### src/rtl/fft_stage_scheduler.sv
// fft_stage_scheduler: radix-2 DIT address/twiddle sequencer with write-back delay line; FFT_SCHED_LOAD_EN adds a bit-reversed LOAD phase
module fft_stage_scheduler #(
  parameter int N = 16,
  parameter int BF_LATENCY = 2,
  localparam int LOG2N = $clog2(N)
) (
  input  logic             clk,
  input  logic             rst,
  input  logic             start,
  input  logic             issue_ready,
`ifdef FFT_SCHED_LOAD_EN
  input  logic             in_valid,
  output logic             load_we,
  output logic [LOG2N-1:0] load_addr,
`endif
  output logic             busy,
  output logic             done,
  output logic             issue_valid,
  output logic [LOG2N-1:0] rd_addr_a,
  output logic [LOG2N-1:0] rd_addr_b,
  output logic [LOG2N-2:0] tw_addr,
  output logic             wr_en,
  output logic [LOG2N-1:0] wr_addr_a,
  output logic [LOG2N-1:0] wr_addr_b,
  output logic [LOG2N-1:0] stage_idx
);
  localparam int PW = LOG2N - 1;
  localparam int DW = $clog2(BF_LATENCY + 1);
  typedef enum logic [2:0] {IDLE, LOAD, ISSUE, DRAIN, DONE} state_t;
`ifdef FFT_SCHED_LOAD_EN
  localparam state_t FIRST = LOAD;
`else
  localparam state_t FIRST = ISSUE;
`endif
  state_t state, state_nx;
  logic [LOG2N-1:0] stage, pair_ext, half, pos, grp, addr_a, addr_b, tw_sh, tw_full;
  logic [PW-1:0] pair;
  logic [DW-1:0] dcnt;
  logic accept, last_pair, last_stage, drain_end;
  logic sr_v [BF_LATENCY];
  logic [LOG2N-1:0] sr_a [BF_LATENCY];
  logic [LOG2N-1:0] sr_b [BF_LATENCY];
`ifdef FFT_SCHED_LOAD_EN
  logic [LOG2N-1:0] lcnt, lrev;
  assign lrev = {<<{lcnt}};
`endif
  assign accept = (state == ISSUE) && issue_ready;
  assign last_pair = pair == PW'(N / 2 - 1);
  assign last_stage = stage == LOG2N'(LOG2N - 1);
  assign drain_end = dcnt == DW'(BF_LATENCY - 1);
  // butterfly pair addressing for the current stage and pair index
  always_comb begin
    pair_ext = {1'b0, pair};
    half = LOG2N'(1) << stage;
    pos = pair_ext & (half - 1'b1);
    grp = pair_ext >> stage;
    addr_a = (grp << (stage + 1'b1)) | pos;
    addr_b = addr_a + half;
    tw_sh = LOG2N'(PW) - stage;
    tw_full = pos << tw_sh;
  end
  // next-state logic: each stage issues all pairs, then drains the butterfly pipeline
  always_comb begin
    state_nx = state;
    case (state)
      IDLE:  state_nx = start ? FIRST : IDLE;
`ifdef FFT_SCHED_LOAD_EN
      LOAD:  state_nx = (in_valid && lcnt == '1) ? ISSUE : LOAD;
`endif
      ISSUE: state_nx = (accept && last_pair) ? DRAIN : ISSUE;
      DRAIN: state_nx = drain_end ? (last_stage ? DONE : ISSUE) : DRAIN;
      DONE:  state_nx = IDLE;
      default: state_nx = IDLE;
    endcase
  end
  // state register
  always_ff @(posedge clk) state <= rst ? IDLE : state_nx;
  // pair, drain and stage counters
  always_ff @(posedge clk) begin
    if (rst) begin
      stage <= '0;
      pair <= '0;
      dcnt <= '0;
    end else begin
      pair <= accept ? pair + 1'b1 : pair;
      dcnt <= (state == DRAIN) ? dcnt + 1'b1 : '0;
      if (state == DONE) stage <= '0;
      else if (state == DRAIN && drain_end && !last_stage) stage <= stage + 1'b1;
    end
  end
  // write-back delay line matching butterfly latency; free-running so stalls never skew it
  always_ff @(posedge clk) begin
    if (rst) begin
      for (int i = 0; i < BF_LATENCY; i++) begin
        sr_v[i] <= 1'b0;
        sr_a[i] <= '0;
        sr_b[i] <= '0;
      end
    end else begin
      sr_v[0] <= accept;
      sr_a[0] <= addr_a;
      sr_b[0] <= addr_b;
      for (int i = 1; i < BF_LATENCY; i++) begin
        sr_v[i] <= sr_v[i-1];
        sr_a[i] <= sr_a[i-1];
        sr_b[i] <= sr_b[i-1];
      end
    end
  end
`ifdef FFT_SCHED_LOAD_EN
  // input sample loader: writes arriving samples to bit-reversed RAM addresses
  always_ff @(posedge clk) begin
    if (rst) begin
      lcnt <= '0;
      load_we <= 1'b0;
      load_addr <= '0;
    end else begin
      lcnt <= (state == LOAD) ? (in_valid ? lcnt + 1'b1 : lcnt) : '0;
      load_we <= (state == LOAD) && in_valid;
      load_addr <= ((state == LOAD) && in_valid) ? lrev : load_addr;
    end
  end
`endif
  assign busy = state != IDLE;
  assign done = state == DONE;
  assign issue_valid = state == ISSUE;
  assign rd_addr_a = issue_valid ? addr_a : '0;
  assign rd_addr_b = issue_valid ? addr_b : '0;
  assign tw_addr = issue_valid ? tw_full[PW-1:0] : '0;
  assign wr_en = sr_v[BF_LATENCY-1];
  assign wr_addr_a = sr_a[BF_LATENCY-1];
  assign wr_addr_b = sr_b[BF_LATENCY-1];
  assign stage_idx = stage;
endmodule

### config.mk
export PLATFORM = sky130hd
export DESIGN_NAME = fft_stage_scheduler
export DESIGN_NICKNAME = d
export VERILOG_FILES = /design/src/rtl/fft_stage_scheduler.sv
export SDC_FILE = /design/constraint.sdc
export NUM_CORES = 1
export LEC_CHECK = 0
export CAP_MARGIN = 25
export CORE_ASPECT_RATIO = 0.75
export CORE_MARGIN = 1
export CORE_UTILIZATION = 54
export DETAILED_ROUTE_END_ITERATION = 7
export GPL_TIMING_DRIVEN = 0
export HOLD_SLACK_MARGIN = 0.08
export PLACE_DENSITY = 0.89
export SLEW_MARGIN = 15
export SYNTH_ARGS = -nofsm -noshare
export SYNTH_HDL_FRONTEND = slang
export SYNTH_SLANG_ARGS = --single-unit
### constraint.sdc
create_clock -name clk -period 10 [get_ports clk]
set_input_delay 1.5 -clock clk [delete_from_list [all_inputs] [get_ports clk]]
set_output_delay 1.5 -clock clk [all_outputs]
set_load 0.05 [all_outputs]
==> impl_metrics.json <==
{
  "skew_ps": 6.96,
  "ys_ff_latch": 30,
  "r2r_cells": 13,
  "numCtsBuffers": 5,
  "setup_viol": 0,
  "worst_slew_pin_slew_ps": 548,
  "grt_usage_pct": 25.2,
  "final.period_utilization_pct": 61.2,
  "report.final.slew_viol_count": 0,
  "min_path_type": "flop to flop",
  "core.rowCount": 16,
  "ys_types": 38,
  "cts_tree": "done",
  "die_h_um": 48.5,
  "antenna_cells": 0,
  "drt-vias-per-instance": 5.42,
  "cts_buffer_depth": 2,
  "crit_arrival_ps": 4620,
  "drive_gt1_share_pct": 10.8,
  "syn_inst": 184,
  "gr-total-overflow": 0,
  "fillers": 210,
  "period_minus_slack_ps": 6120,
  "hpwl_um": 2510,
  "final_util_pct": 74.9,
  "initial_core_util_pct": 58.4,
  "cts_hold_buf": 0,
  "first_iter_violations": 113,
  "synth_ff_type": "dfxtp_1",
  "synth-edff-count": 0,
  "ctsHtreeMaxLevel": 2,
  "synthArstFlopShare_pct": 0,
  "dp.cells": 250,
  "coreArea_mm2": 0.00266,
  "yosys.area.top_type_share_pct": 38.6,
  "cellPowerDensity_mw_per_mm2": 126,
  "synth_top_cell_by_area": "dfxtp_1",
  "fin_nets": 235,
  "syn_nets": 198,
  "vdd_drop_max_mv": 0.0884,
  "grt_pass1_wl_um": 5930,
  "io_pins": 31,
  "timing.fmax_mhz": 163,
  "drt_wl_total_um": 3460,
  "critPathKind": "flop to output pin",
  "status": "finished, final reports clean",
  "yosysSeqAreaShare_pct": 38.6,
  "cts_sinks": 30,
  "fin_tns_setup_ps": 0,
  "fin_cells": 258,
  "syn-cell-area_mm2": 0.00155,
  "grt_pass1_vias": 1299,
  "cts-resized-gates": 0,
  "slew_headroom_pct": 63.4,
  "die_w_um": 63.9,
  "routedWlPerCell_um": 13.4,
  "place.gp.congestion": 0.878,
  "final-seq-area_um2": 601,
  "hold_ws_ps": 441,
  "drc": 0,
  "rsz0062_at_grt": "no",
  "cts-root-buf": "clkbuf_8",
  "start_kind": "flop",
  "synth_area_leaders": "dfxtp_1 (39%), ha_1 (7.2%), nor2_1 (5.6%)",
  "crit_path_max_fanout": 9,
  "drt.antenna.violating_nets": 0,
  "endpoint_kind": "output pin",
  "cts_setup_buffers": 0,
  "cap_violations": 0,
  "leakagePower_nw": 0.830,
  "clkSlewWorstSetupHoldPaths_ps": 70,
  "required_ps": 8500,
  "syn_area_per_cell_um2": 8.45,
  "die_area_mm2": 0.00310,
  "vias": 1399,
  "whs_path_depth": 1,
  "grt_max_degree": 11,
  "portBuffers": 30,
  "antenna_found_initial": 0,
  "syn_to_final_growth_pct": 28.3,
  "multi_input_area_um2": 785,
  "ys_warn_count": 0,
  "finalHoldViolCount": 0,
  "firstDrtPassIters": 4,
  "clock_latency_ps": 280
}
[worst paths after layout]
path / startpoint / endpoint / slack (ps)
worst max-delay path: stage_idx[2]$_SDFFE_PP0P_ / rd_addr_b[3] / 3880
worst min-delay path: sr_a[0][2]$_SDFF_PP0_ / sr_a[0][6]$_SDFF_PP0_ / 440
worst max register to register: stage_idx[2]$_SDFFE_PP0P_ / sr_b[0][3]$_SDFF_PP0_ / 6440
worst min register to register: sr_a[0][2]$_SDFF_PP0_ / sr_a[0][6]$_SDFF_PP0_ / 440
[state kept, by name, summed over array words and instances (netlist names)]
signal	flops
sr_v	2
sr_b	8
sr_a	8
state	3
stage_idx	4
dcnt	2
pair	3
[per-stage QoR]
step	total power, mW	area, µm²	setup WS (ps)
6_report	0.251	1990	3880
5_1_grt	0.260	1990	3560
4_1_cts	0.252	1990	4010
3_5_place_dp	0.152	1900	4380
3_3_place_gp	0.151	1900	4440
2_1_floorplan	0.143	1550	4060
[worst max-delay path: stages, from the launching register on]
cell             delay, ps
dfxtp_1                360
or2_2                  300
clkbuf_1               210
nor3_1                 450
inv_1                   90
ha_1                   240
xor2_1                 160
a32oi_1                300
inv_1                   90
ha_1                   330
a21oi_1                290
a22o_1                 210
o21ai_0                130
nor4_1                 290
clkdlybuf4s50_1        870
[power by group]
| part | internal [mW] | leakage (nW) | switching (mW) |
|---|---|---|---|
| registers | 0.122 | 0.243 | 0.00171 |
| clock network | 0.0552 | 0.0472 | 0.0464 |
| logic | 0.00942 | 0.539 | 0.0160 |
| total | 0.187 | 0.830 | 0.0641 |
[cell families after synthesis]
kind of cell             after synthesis  synth area share [%]
AO/OA/AOI/OAI                         17                  7.17
XOR/XNOR                               7                  3.95
adder cells (fa/ha/maj)               10                  8.53
buffers and inverters                 32                  10.9
flip-flops                            30                  38.6
multiplexers                           3                  1.93
AND/OR/NAND/NOR                       85                  28.9
[layer usage]
layer / GRT usage, % / wire length, µm / up-vias
met1: 31.3 / 1460 / 645
met4: 11.0 / 82 / 0
met5: 0 / 0 / -
met3: 4.95 / 278 / 9
met2: 42.2 / 1640 / 61
li1: - / - / 684
[synth_stat cells, types with 3 or more instances]
cell and count:
nand2_1 11, nor2_1 23, clkbuf_1 7, nor3_1 5, o21ai_0 4, a21oi_1 6, nand3_1 9, ha_1 9
buf_4 9, inv_1 12, dfxtp_1 30, nor2b_1 13, xnor2_1 5, nor4_1 6, mux2i_1 3
[layout by cell type (no fill, tap or decap), drive strengths merged, types with 9 or more instances in the layout]
cell and n:
dfxtp 30, nor2b 13, buf 12, clkdlybuf4s50 30, nor2 23, nand3 9, ha 9, clkbuf 13
nand2 11, inv 12
[cell type report]
class,instances,share of cell area (%)
Inverter,13,2.70
Sequential cell,30,30.1
Clock inverter,2,0.627
Tap cell,36,2.26
Clock buffer,6,4.14
Timing Repair Buffer,30,15.1
Buffer,19,5.77
Multi-Input combinational cell,122,39.3
Note: power is estimated with default switching activity, not from simulation.
